==> config.mk <==
export PLATFORM = sky130hd
export DESIGN_NAME = div_sequencer_8bit
export DESIGN_NICKNAME = d
export VERILOG_FILES = /design/src/rtl/div_seq_pkg.sv /design/src/rtl/subtractor_8bit.sv /design/src/rtl/div_sequencer_8bit.sv
export SDC_FILE = /design/constraint.sdc
export NUM_CORES = 1
export LEC_CHECK = 0
export BUFFER_PORTS_ARGS = -buffer_cell sky130_fd_sc_hd__buf_2
export CORE_ASPECT_RATIO = 0.7
export CORE_MARGIN = 2
export CORE_UTILIZATION = 35
export DETAILED_ROUTE_END_ITERATION = 12
export GPL_TIMING_DRIVEN = 0
export RECOVER_POWER = 25
export SYNTH_ARGS = -nofsm -noshare
export SYNTH_HDL_FRONTEND = slang
export SYNTH_SLANG_ARGS = --single-unit
==> constraint.sdc <==
create_clock -name clk -period 3.4 [get_ports clk]
set_input_delay 0.68 -clock clk [delete_from_list [all_inputs] [get_ports clk]]
set_output_delay 0.68 -clock clk [all_outputs]
set_load 0.02 [all_outputs]
==> src/rtl/div_seq_pkg.sv <==
// Shared constants and types for the 8-bit sequential divider.
//   WIDTH  : operand width (fixed at 8 by the subtractor datapath)
//   CNT_W  : iteration counter width (8 iterations)
//   S_*    : controller state encodings
//   div_result_t : result payload (quotient, remainder, divide-by-zero flag)
package div_seq_pkg;

   localparam int unsigned WIDTH = 8;
   localparam int unsigned CNT_W = 3;
   localparam int unsigned ST_W  = 2;

   localparam logic [ST_W-1:0] S_IDLE = 2'd0;
   localparam logic [ST_W-1:0] S_RUN  = 2'd1;
   localparam logic [ST_W-1:0] S_DONE = 2'd2;

   typedef struct packed {
      logic [WIDTH-1:0] quot;
      logic [WIDTH-1:0] rem;
      logic             dbz;
   } div_result_t;

endpackage

==> src/rtl/subtractor_8bit.sv <==
// Existing 8-bit subtractor datapath: s = a - b (modulo 256).
//   a : minuend
//   b : subtrahend
//   s : difference, wraps modulo 256
module subtractor_8bit (
   input  logic [7:0] a,
   input  logic [7:0] b,
   output logic [7:0] s
);

   assign s = a - b;

endmodule

==> src/rtl/div_sequencer_8bit.sv <==
// Sequential 8-bit unsigned restoring divider controller. Sequences one
// subtractor_8bit instance for eight iterations and returns quotient and
// remainder with a one-cycle done pulse.
//   clk, rst_n  : clock, asynchronous active-low reset
//   start       : request, sampled only in IDLE
//   dividend    : unsigned dividend, latched on accept
//   divisor     : unsigned divisor, latched on accept
//   busy        : high while an operation is in flight
//   done        : one-cycle completion pulse
//   quotient    : result, held until the next completion
//   remainder   : result, held until the next completion
//   div_by_zero : divisor was zero (only when DIV_SEQ_ZERO_CHECK_EN is defined)
// Optional feature macro: DIV_SEQ_ZERO_CHECK_EN (zero divisor finishes after one edge).
module div_sequencer_8bit
   import div_seq_pkg::*;
(
   input  logic             clk,
   input  logic             rst_n,
   input  logic             start,
   input  logic [WIDTH-1:0] dividend,
   input  logic [WIDTH-1:0] divisor,
   output logic             busy,
   output logic             done,
   output logic [WIDTH-1:0] quotient,
   output logic [WIDTH-1:0] remainder,
   output logic             div_by_zero
);

   logic [ST_W-1:0]  state_q, state_d;
   logic [WIDTH-1:0] d_q, d_d;
   logic [WIDTH-1:0] q_q, q_d;
   logic [WIDTH-1:0] r_q, r_d;
   logic [CNT_W-1:0] cnt_q, cnt_d;
   logic             busy_q, busy_d;
   logic             done_q, done_d;
   div_result_t      res_q, res_d;

   logic [WIDTH-1:0] r_shift_c;
   logic [WIDTH-1:0] diff_c;
   logic             carry_c;
   logic             take_c;
   logic             zero_skip_c;

   // Partial remainder shifted with the next dividend bit; the bit that falls
   // off the top acts as the 9th bit, so a modulo-256 difference stays exact.
   assign r_shift_c = {r_q[WIDTH-2:0], q_q[WIDTH-1]};
   assign carry_c   = r_q[WIDTH-1];
   assign take_c    = carry_c | (r_shift_c >= d_q);

   subtractor_8bit u_sub (
      .a (r_shift_c),
      .b (d_q),
      .s (diff_c)
   );

`ifdef DIV_SEQ_ZERO_CHECK_EN
   assign zero_skip_c = (d_q == '0);
`else
   assign zero_skip_c = 1'b0;
`endif

   // State and datapath registers
   always_ff @(posedge clk or negedge rst_n) begin
      if (!rst_n) begin
         state_q <= S_IDLE;
         d_q     <= '0;
         q_q     <= '0;
         r_q     <= '0;
         cnt_q   <= '0;
         busy_q  <= 1'b0;
         done_q  <= 1'b0;
         res_q   <= '0;
      end else begin
         state_q <= state_d;
         d_q     <= d_d;
         q_q     <= q_d;
         r_q     <= r_d;
         cnt_q   <= cnt_d;
         busy_q  <= busy_d;
         done_q  <= done_d;
         res_q   <= res_d;
      end
   end

   // Next-state and datapath control
   always_comb begin
      state_d = state_q;
      d_d     = d_q;
      q_d     = q_q;
      r_d     = r_q;
      cnt_d   = cnt_q;
      busy_d  = busy_q;
      done_d  = 1'b0;
      res_d   = res_q;

      case (state_q)
         S_IDLE: begin
            if (start) begin
               d_d       = divisor;
               q_d       = dividend;
               r_d       = '0;
               cnt_d     = '0;
               busy_d    = 1'b1;
               res_d.dbz = 1'b0;
               state_d   = S_RUN;
            end
         end

         S_RUN: begin
            if (zero_skip_c) begin
               // Dividend is still untouched in Q, so it is the remainder.
               res_d.quot = '1;
               res_d.rem  = q_q;
               res_d.dbz  = 1'b1;
               busy_d     = 1'b0;
               done_d     = 1'b1;
               state_d    = S_DONE;
            end else begin
               q_d   = {q_q[WIDTH-2:0], take_c};
               r_d   = take_c ? diff_c : r_shift_c;
               cnt_d = cnt_q + CNT_W'(1);
               if (cnt_q == CNT_W'(7)) begin
                  res_d.quot = q_d;
                  res_d.rem  = r_d;
                  busy_d     = 1'b0;
                  done_d     = 1'b1;
                  state_d    = S_DONE;
               end
            end
         end

         S_DONE: begin
            state_d = S_IDLE;
         end

         default: begin
            state_d = S_IDLE;
         end
      endcase
   end

   assign busy        = busy_q;
   assign done        = done_q;
   assign quotient    = res_q.quot;
   assign remainder   = res_q.rem;
   assign div_by_zero = res_q.dbz;

endmodule
==> results.sh <==
export IMPL_outcome="complete, but fails checks"
export IMPL_violations="max-capacitance violations, max-slew violations"
export IMPL_criticalPathCategory="flip-flop to flip-flop"
export IMPL_viasPerCell=4.90
export IMPL_pwr_share_clk_pct=11.1
export IMPL_fin_crit_ps=2680
export IMPL_tightest_slew_ps=2490
export IMPL_antenna_found_initial=0
export IMPL_cp_data_required_time_ps=3620
export IMPL_synth_edff_count=0
export IMPL_drive_gt1_share_pct=19.1
export IMPL_drtIter0Drc=131
export IMPL_avgSynthCellArea_um2=9.71
export IMPL_pwr_share_seq_pct=30.8
export IMPL_synthFlopType="dfrtp_1"
export IMPL_syn_area_mm2=0.00237
export IMPL_root_buffer="clkbuf_8"
export IMPL_synth_most_common_cell="nand2_1"
export IMPL_start_util_pct=35.5
export IMPL_ys_types=52
export IMPL_hold_viol=0
export IMPL_slew_headroom_pct=-66.2
export IMPL_netlist_area_leader_share_pct=49.7
export IMPL_grt_start_max_net_pins=48
export IMPL_clk_latency_ps=300
export IMPL_peakVddDrop_v=0.000380
export IMPL_cts_hold_buf=0
export IMPL_post_dp_hpwl_um=3890
export IMPL_portBuffers=36
export IMPL_ctsResizeCount=0
export IMPL_synthTopCellsByCount="nand2_1 (54), dfrtp_1 (47), o21ai_0 (26)"
export IMPL_clkTransAtPathRegs_ps=90
export IMPL_die_w_um=102
export IMPL_max_cap_violations=1
export IMPL_fp_row_count=25
export IMPL_cts_sinks=47
export IMPL_reg2reg_depth=10
export IMPL_avgRoutedWirePerCell_um=14.2
export IMPL_leakagePower_nw=1.30
export IMPL_reg2reg_from="q_q[7]"
export IMPL_antenna_cells=0
export IMPL_crit_path_end_kind="flip-flop"
export IMPL_drc=0
export IMPL_skew_ps=5.97
export IMPL_hp_start="quotient[2]"
export IMPL_syn_nets=274
export IMPL_cts_htree_levels=2
export IMPL_syn2layout_area_growth_pct=16.7
export IMPL_hold_end="quotient[2]"
export IMPL_die_height_um=72.8
export IMPL_antenna_left=0
export IMPL_die_area_mm2=0.00745
export IMPL_period_share_pct=78.9
export IMPL_final_nets=317
export IMPL_first_pass_iters=4
export IMPL_tns_ps=0
export IMPL_cts_setup_buffers=0
export IMPL_grt_pass1_wl_um=8670
export IMPL_p_comb_share_pct=58.1
export IMPL_power_density_mw_per_mm2=1170
export IMPL_ys_ff_latch=47
export IMPL_timing_fmax_mhz=373
export IMPL_hp_class="flip-flop to flip-flop"
export IMPL_hold_path_depth=2
export IMPL_yosysTopAreaCell="dfrtp_1"
export IMPL_fin_util_pct=41.5
export IMPL_postRouteWirelength_um=5410
export IMPL_first_global_vias=1692
export IMPL_drv_slew=48
export IMPL_synth_area_leaders="dfrtp_1 (50%), nand2_1 (8.6%), o21ai_0 (5.5%)"
export IMPL_grt_util_all_layers_pct=15.3
export IMPL_start_kind="flip-flop"
export IMPL_r2r_end="remainder[0]"
export IMPL_switchingPower_mw=1.47
export IMPL_yosysSeqAreaShare_pct=49.7
export IMPL_cts_tree="built"
export IMPL_crit_arrival_ps=2900
export IMPL_routabilityCongestion=0.824
export IMPL_grt_overflow_total=0
export IMPL_regToRegSetupSlack_ps=720
export IMPL_finalSetupViolCount=0
export IMPL_cp_max_fo=10
export IMPL_switching_share_pct=45.5
export IMPL_p_int_mw=1.76
export IMPL_vias=1871
export IMPL_core_area_mm2=0.00666
export IMPL_syn_instance_count=244
export IMPL_yosysWarnings=0
export IMPL_clockBufferDepth=2
export IMPL_critPathLaunch="q_q[7]"
export IMPL_synthArstFlopShare_pct=100
export IMPL_io_pins=38
export IMPL_cts_buffers=5
export IMPL_rsz0062_at_grt="no"
-- power by group through the flow --
stage	sequential [mW]	clock [mW]	combinational (mW)
3_3_place_gp	0.994	0	1.82
2_1_floorplan	1.10	0	1.27
4_1_cts	0.994	0.370	1.87
6_report	0.993	0.358	1.87
5_1_grt	1.03	0.395	2.08
3_5_place_dp	1.00	0	1.86
-- sequential cells by signal, indices dropped and copies added, names as in the netlist --
name	count
state_q	2
cnt_q	3
r_q	8
busy	1
remainder	8
quotient	8
q_q	8
d_q	8
done	1
-- cell usage in the layout, fill, tap and decap left out, types with 2 or more instances in the layout --
cell type | Yosys | routed
o31ai_1 | 2 | 2
ha_1 | 10 | 10
o21ai_1 | 2 | 2
inv_1 | 13 | 13
clkbuf_2 | 2 | 2
a211oi_1 | 3 | 3
dfrtp_1 | 47 | 47
o21ai_2 | 3 | 3
nand3b_1 | 2 | 2
xor2_1 | 2 | 2
buf_2 | 0 | 35
nor2_1 | 4 | 4
a32oi_1 | 2 | 2
a21oi_1 | 6 | 6
nor3_1 | 3 | 3
a21o_1 | 4 | 4
nor2b_1 | 2 | 2
a22o_1 | 2 | 2
a22oi_1 | 6 | 6
nand2_1 | 54 | 54
o21bai_1 | 2 | 2
mux2i_1 | 5 | 5
o21ai_0 | 26 | 26
clkbuf_1 | 8 | 9
clkbuf_8 | 0 | 6
nand2b_1 | 6 | 6
-- cells by family (layout without fill, tap and decap cells) --
logic type | after synthesis | count (layout) | synth area share [%]
AOI/OAI and AO/OA | 68 | 68 | 19.1
adders and majority gates | 11 | 11 | 6.13
buffers and inverters | 26 | 70 | 4.70
DFF | 47 | 47 | 49.7
muxes | 8 | 8 | 3.70
xor gates and xnor gates | 3 | 3 | 1.11
and+or+nand+nor | 80 | 80 | 15.4
other | 1 | 1 | 0.158
-- worst max-delay path, cell delays in order, from the launching register on --
cell	delay (ps)
dfrtp_1	390
inv_1	80
ha_1	150
inv_1	60
fa_1	410
a21o_1	210
a2111oi_2	440
o21a_1	200
buf_6	150
mux2_1	360
o21ai_0	150
-- stage by stage --
stage	hold slack (ps)	setup slack [ps]	cells	total power, mW	area [um2]
floorplan	384	970	244	2.37	2370
global placement	454	788	374	2.81	2670
detailed placement	457	767	374	2.86	2670
CTS	480	715	382	3.24	2770
global route	500	278	382	3.51	2760
finish	472	717	382	3.22	2760
-- area by class of cell --
type | count | area (um2)
clock inverter | 2 | 16.3
tap | 94 | 118
sequential | 47 | 1180
inverter | 14 | 52.6
buffer | 12 | 58.8
fill | 685 | 3900
multi-input combinational | 171 | 1080
clock buffer | 6 | 82.6
timing repair buffer | 36 | 179
-- worst max path at each step --
stage                   end  cells past startpoint
2_1_floorplan  remainder[0]                     10
3_3_place_gp   remainder[0]                     10
3_5_place_dp   remainder[0]                     10
4_1_cts        remainder[0]                     10
5_1_grt              d_q[7]                      1
6_report       remainder[0]                     10
-- routing by layer --
layer	up-vias	GRT usage (%)	wire [um]
met5	-	0	0
met4	0	2.22	26
met3	2	3.54	244
met2	42	20.8	2150
met1	896	24.8	2990
li1	931	-	-
Note: power is estimated with default switching activity, not from simulation.
